$ cat src/rtl/store_narrow_unit_pkg.sv
// Shared MIPS opcode constants and the store-buffer entry layout used by the
// store path (also consumed by the control unit and sign_extend).
package store_narrow_unit_pkg;

   localparam logic [5:0] OP_SB    = 6'b101000;
   localparam logic [5:0] OP_SH    = 6'b101001;
   localparam logic [5:0] OP_SW    = 6'b101011;
   localparam logic [5:0] OP_ADDIU = 6'b001001;
   localparam logic [5:0] OP_LB    = 6'b100000;
   localparam logic [5:0] OP_LH    = 6'b100001;
   localparam logic [5:0] OP_LW    = 6'b100011;

   localparam int ENTRY_W = 30 + 32 + 4;

   typedef struct packed {
      logic [29:0] waddr;
      logic [31:0] wdata;
      logic [3:0]  be;
   } store_entry_t;

endpackage

$ cat src/rtl/store_narrow_unit_fifo.sv
// Generic synchronous FIFO (module store_fifo): control state is reset,
// storage is not; dout shows the head entry.
module store_fifo #(
   parameter int WIDTH = 66,
   parameter int DEPTH = 2
) (
   input  logic                     clk,
   input  logic                     rst_n,
   input  logic                     push,
   input  logic                     pop,
   input  logic [WIDTH-1:0]         din,
   output logic [WIDTH-1:0]         dout,
   output logic [$clog2(DEPTH):0]   count
);

   localparam int PTR_W = $clog2(DEPTH);
   localparam int CNT_W = PTR_W + 1;

   logic [WIDTH-1:0] mem [DEPTH];
   logic [PTR_W-1:0] wr_ptr;
   logic [PTR_W-1:0] rd_ptr;
   logic             do_push;
   logic             do_pop;

   assign do_pop  = pop && (count != '0);
   assign do_push = push && (count != CNT_W'(DEPTH));

   // Power-of-two depth lets the pointers wrap by plain overflow.
   always_ff @(posedge clk or negedge rst_n) begin
      if (!rst_n) begin
         wr_ptr <= '0;
         rd_ptr <= '0;
         count  <= '0;
      end else begin
         if (do_push) wr_ptr <= wr_ptr + 1'b1;
         if (do_pop)  rd_ptr <= rd_ptr + 1'b1;
         case ({do_push, do_pop})
            2'b10:   count <= count + 1'b1;
            2'b01:   count <= count - 1'b1;
            default: count <= count;
         endcase
      end
   end

   always_ff @(posedge clk) begin
      if (do_push) mem[wr_ptr] <= din;
   end

   assign dout = mem[rd_ptr];

endmodule

$ cat src/rtl/store_narrow_unit.sv
// Store-path narrowing: sb/sh/sw lane decode and alignment check feeding a
// small FIFO toward the data-memory write port.
module store_narrow_unit
   import store_narrow_unit_pkg::*;
#(
   parameter int DEPTH = 2
) (
   input  logic                      clk,
   input  logic                      rst_n,
   input  logic                      st_valid,
   output logic                      st_ready,
   input  logic [5:0]                st_opcode,
   input  logic [31:0]               st_addr,
   input  logic [31:0]               st_data,
   output logic                      mem_valid,
   input  logic                      mem_ready,
   output logic [31:0]               mem_addr,
   output logic [31:0]               mem_wdata,
   output logic [3:0]                mem_be,
   output logic                      misalign,
   output logic [$clog2(DEPTH):0]    count
);

   localparam int CNT_W = $clog2(DEPTH) + 1;

   logic             accept;
   logic             is_store;
   logic             aligned;
   logic             push;
   logic             pop;
   store_entry_t     entry_in;
   store_entry_t     entry_out;
   logic [ENTRY_W-1:0] fifo_dout;

   assign accept = st_valid && st_ready;

   always_comb begin
      entry_in       = '0;
      entry_in.waddr = st_addr[31:2];
      is_store       = 1'b0;
      aligned        = 1'b1;
      case (st_opcode)
         OP_SB: begin
            is_store       = 1'b1;
            entry_in.be    = 4'b0001 << st_addr[1:0];
            entry_in.wdata = {4{st_data[7:0]}};
         end
         OP_SH: begin
            is_store       = 1'b1;
            aligned        = !st_addr[0];
            entry_in.be    = st_addr[1] ? 4'b1100 : 4'b0011;
            entry_in.wdata = {2{st_data[15:0]}};
         end
         OP_SW: begin
            is_store       = 1'b1;
            aligned        = (st_addr[1:0] == 2'b00);
            entry_in.be    = 4'b1111;
            entry_in.wdata = st_data;
         end
         default: ;
      endcase
   end

   assign push = accept && is_store && aligned;
   assign pop  = mem_valid && mem_ready;

   store_fifo #(
      .WIDTH (ENTRY_W),
      .DEPTH (DEPTH)
   ) u_fifo (
      .clk   (clk),
      .rst_n (rst_n),
      .push  (push),
      .pop   (pop),
      .din   (entry_in),
      .dout  (fifo_dout),
      .count (count)
   );

   // Dropped misaligned stores flag one cycle later; non-stores never do.
   always_ff @(posedge clk or negedge rst_n) begin
      if (!rst_n) misalign <= 1'b0;
      else        misalign <= accept && is_store && !aligned;
   end

   assign st_ready  = (count < CNT_W'(DEPTH));
   assign mem_valid = (count != '0);
   assign entry_out = fifo_dout;

   // Gating with mem_valid keeps unreset storage from reaching the port.
   assign mem_addr  = mem_valid ? {entry_out.waddr, 2'b00} : '0;
   assign mem_wdata = mem_valid ? entry_out.wdata : '0;
   assign mem_be    = mem_valid ? entry_out.be : '0;

endmodule

$ cat config.mk
export PLATFORM = sky130hd
export DESIGN_NAME = store_narrow_unit
export DESIGN_NICKNAME = d
export VERILOG_FILES = /design/src/rtl/store_narrow_unit_pkg.sv /design/src/rtl/store_narrow_unit_fifo.sv /design/src/rtl/store_narrow_unit.sv
export SDC_FILE = /design/constraint.sdc
export NUM_CORES = 1
export LEC_CHECK = 0
export CAP_MARGIN = 20
export CELL_PAD_IN_SITES_DETAIL_PLACEMENT = 1
export CELL_PAD_IN_SITES_GLOBAL_PLACEMENT = 2
export CORE_MARGIN = 1
export CORE_UTILIZATION = 33
export DETAILED_ROUTE_END_ITERATION = 6
export HOLD_SLACK_MARGIN = 0.02
export PLACE_DENSITY_LB_ADDON = 0.1
export SLEW_MARGIN = 20
export SYNTH_ARGS = -nofsm -noshare
export SYNTH_HDL_FRONTEND = slang
export SYNTH_SLANG_ARGS = --single-unit
$ cat constraint.sdc
create_clock -name clk -period 4.5 [get_ports clk]
set_input_delay 0.675 -clock clk [delete_from_list [all_inputs] [get_ports clk]]
set_output_delay 0.675 -clock clk [all_outputs]
set_load 0.05 [all_outputs]
==> summary.md <==
| Metric | Value |
|---|---|
| Outcome | finished, final reports clean |
| Worst-margin pin slew | roughly 730 ps |
| Setup TNS | 0 ps |
| Fin cells | 798 |
| Critical Path RT | around 3800 ps |
| Max-slew violations | 0 |
| Final setup fails | 0 |
| YS warnings | 0 |
| Distinct cells, synth | 35 |
| Critical path startpoint | u_fifo.count[1]$_DFFE_PN0P_ |
| Cell Area, Placed | between 0.007 and 0.008 mm² |
| Maximum VDD drop | around 0.38 mV |
| Final Core Density | between 40 and 50% |
| Largest net degree at the start of global routing | 43 |
| P&R area growth vs syn | 39.2% |
| Leak | 0.00295 µW |
| Die width | 136 µm |
| Post-synth top area share | roughly 67% |
| Worst slew margin | slightly above 50% |
| Critical path arrival | roughly 2500 ps |
| Max clock buf depth | 2 |
| Combinational power share | between 40% and 50% |
| Length of the first detailed-routing pass in iterations | 4 |
| # nets final | 635 |
| IO Count | 147 |
| Top_reg_cell synth | edfxtp_1 |
| Post-DR vias/cell | 4.65 |
| Mapped Avg Cell Area | 14.3 µm² |
| Clock power frac | 27.3% |
| Max H-tree Level | 4 |
| Met3 usage | roughly 4.8% |
| DP HPWL | slightly below 10000 µm |
| Initial Util | about a third |
| Post-Syn Area | between 0.005 and 0.006 mm² |
| WL per Instance | 17.7 µm |
| Final hold viol count | 0 |
| Top Usage Layer GRT | met2 |
| TritonCTS clock tree | yes |
| ANT nets after route | 0 |
| P_sw | around 2300 µW |
| DRC | 0 |
| Die H | roughly 140 µm |
| Switching Fraction | between 40% and 50% |
| Vias in the first global route | 3825 |
| Post-synthesis sequential area ratio | approximately 69% |
| CTS sink count | about 140 |
| Clock latency at the later pin of the worst-skew pair | around 420 ps |
| Worst setup path class | reg2out |
| M2 GR Usage | between 20% and 30% |
| Ant. Diodes | 0 |
| Final Cycle Share | a little under three quarters |
| Post-CTS Setup Inserts | 0 |
| CTS buffer count | 17 |
| Power, Total | between 5000 and 6000 µW |
| Synth cell count leaders | edfxtp_1, nor2_1, mux2i_1 |
| Maxcap violations | 0 |
| CTS Root Cell | clkbuf_16 |
| Async set or reset register ratio after synthesis | roughly 3.6% |
| Vias post-DR | ~3700 |
| Sequential group share of total power | a little over a quarter |
| Reg clk slew, reported paths | around 60 ps |
| Area leader, netlist | edfxtp_1 |
| Design area | 0.00821 mm² |
| GRT Residual Overflow | 0 |
| Worst reg2reg startpoint | u_fifo.count[1]$_DFFE_PN0P_ |
| Post-cts resize count | 0 |
| Max Freq | 312 MHz |
| Hold bufs inserted after CTS | 0 |
| IO Port Bufs | 144 |
| Core Area | approximately 0.017 mm² |
| DRT iter0 DRCs | ~180 |
| Placed Cells | around 770 |
| Std cell rows | 48 |
| Clk_skew | roughly 7 ps |
| Number of enable flip-flop cells after synthesis | roughly 130 |
| Initial antenna violation count | 0 |
| Largest cells by area after synthesis | edfxtp_1, mux2i_1, nor2_1 |
| First-pass GRT wire length | about 21000 µm |
| Share of cells above drive strength 1 | 10.5% |
| Post-layout min period | roughly 3200 ps |
| Crit path max fanout | 42 |
| Met1 Resource Use GR | ~20% |
| Most common cell in the netlist | edfxtp_1 |
| Hold WC Path Type | in2async |
| P per Cell Area | between 600 and 700 mW/mm² |
| Startpoint types | register |
| Number of synthesized register bits | around 140 |
| GRT Util Overall | 15.9% |
| Die area | 0.0184 mm² |
| Final GP Congestion | between 0.7 and 0.8 |
| CP Capture Type | output pin |
| Syn Inst Count | between 400 and 500 |
| Post-Route WL | roughly 14000 µm |
| Unrepaired setup endpoints after global routing | false |
| Pint | approximately 3300 µW |
## routing by layer
| metal | share of wire (%) | up-vias |
|---|---|---|
| li1 | - | 1783 |
| met1 | 45 | 1798 |
| met2 | 48 | 112 |
| met3 | 5.8 | 14 |
| met4 | 1.1 | 0 |
| met5 | 0 | - |
## final timing paths
kind / slack [ps] / endpoint / cells after the start
setup / recovery: 1300 / mem_wdata[3] / 4
hold / removal: 480 / u_fifo.count[1]$_DFFE_PN0P_ / 1
setup reg to reg: 2210 / u_fifo.count[1]$_DFFE_PN0P_ / 7
hold reg to reg: 560 / u_fifo.wr_ptr$_DFFE_PN0P_ / 1
max in group asynchronous: 3800 / u_fifo.rd_ptr$_DFFE_PN0P_ / 1
min in group clk: 560 / u_fifo.wr_ptr$_DFFE_PN0P_ / 1
## logic make-up after synthesis
group                    share of synthesized area (%)
flip-flops                                        69.3
XOR/XNOR                                         0.743
multiplexers                                      11.4
buffers and inverters                             3.71
AO/OA/AOI/OAI                                     4.09
AND/OR/NAND/NOR                                   10.4
adder cells (fa/ha/maj)                          0.212
other                                           0.0636
## power groups by stage
| stage | logic, µW | clock network, µW | registers (µW) |
|---|---|---|---|
| finish | 2590 | 1510 | 1440 |
| global route | 2720 | 1590 | 1450 |
| global placement | 2620 | 0 | 1470 |
| detailed placement | 2630 | 0 | 1470 |
| CTS | 2630 | 1550 | 1450 |
| floorplan | 1790 | 0 | 1490 |
## final cells by class
cell class | count | area [µm²]
multi-input cells | 246 | 1620
flip-flops and latches | 137 | 4090
fillers | 1734 | 9150
inverters | 4 | 15.0
repair buffers | 154 | 1550
clock inverters | 14 | 221
well taps | 225 | 282
clock buffers | 18 | 429
## critical path: stages, from the launching register on
cell	delay [ps]
dfrtp_1	430
nor2_4	560
buf_12	300
nor2_1	80
clkdlybuf4s50_1	720
## state kept, by name, indices dropped and copies added, names as in the netlist
signal,flops
u_fifo.count,2
misalign,1
u_fifo.rd_ptr,1
u_fifo.mem,132
u_fifo.wr_ptr,1
## per-stage QoR
stage | hold WS (ps) | setup slack, ps
final | 482 | 1300
after global routing | 493 | 1120
after CTS | 472 | 1190
after detailed placement | 564 | 1380
after global placement | 537 | 1510
after floorplan | 379 | 92.3
## layout by cell type, fill, tap and decap left out, drive strengths merged
master and instances:
and4bb 1, and3 8, dfrtp 5, a21o 7, edfxtp 132, clkdlybuf4s50 144, o21ai 2, and2 2
nor3 1, clkinv 5, conb 2, nand4bb 1, nand4 1, nand2 25, buf 10, mux2 1
clkinvlp 3, clkbuf 18, nor2b 3, nand2b 8, a22oi 10, xor2 1, a21oi 16, xnor2 4
mux2i 66, inv 5, nor2 86, ha 1, bufinv 5
Power figures use the tool's default switching activity.
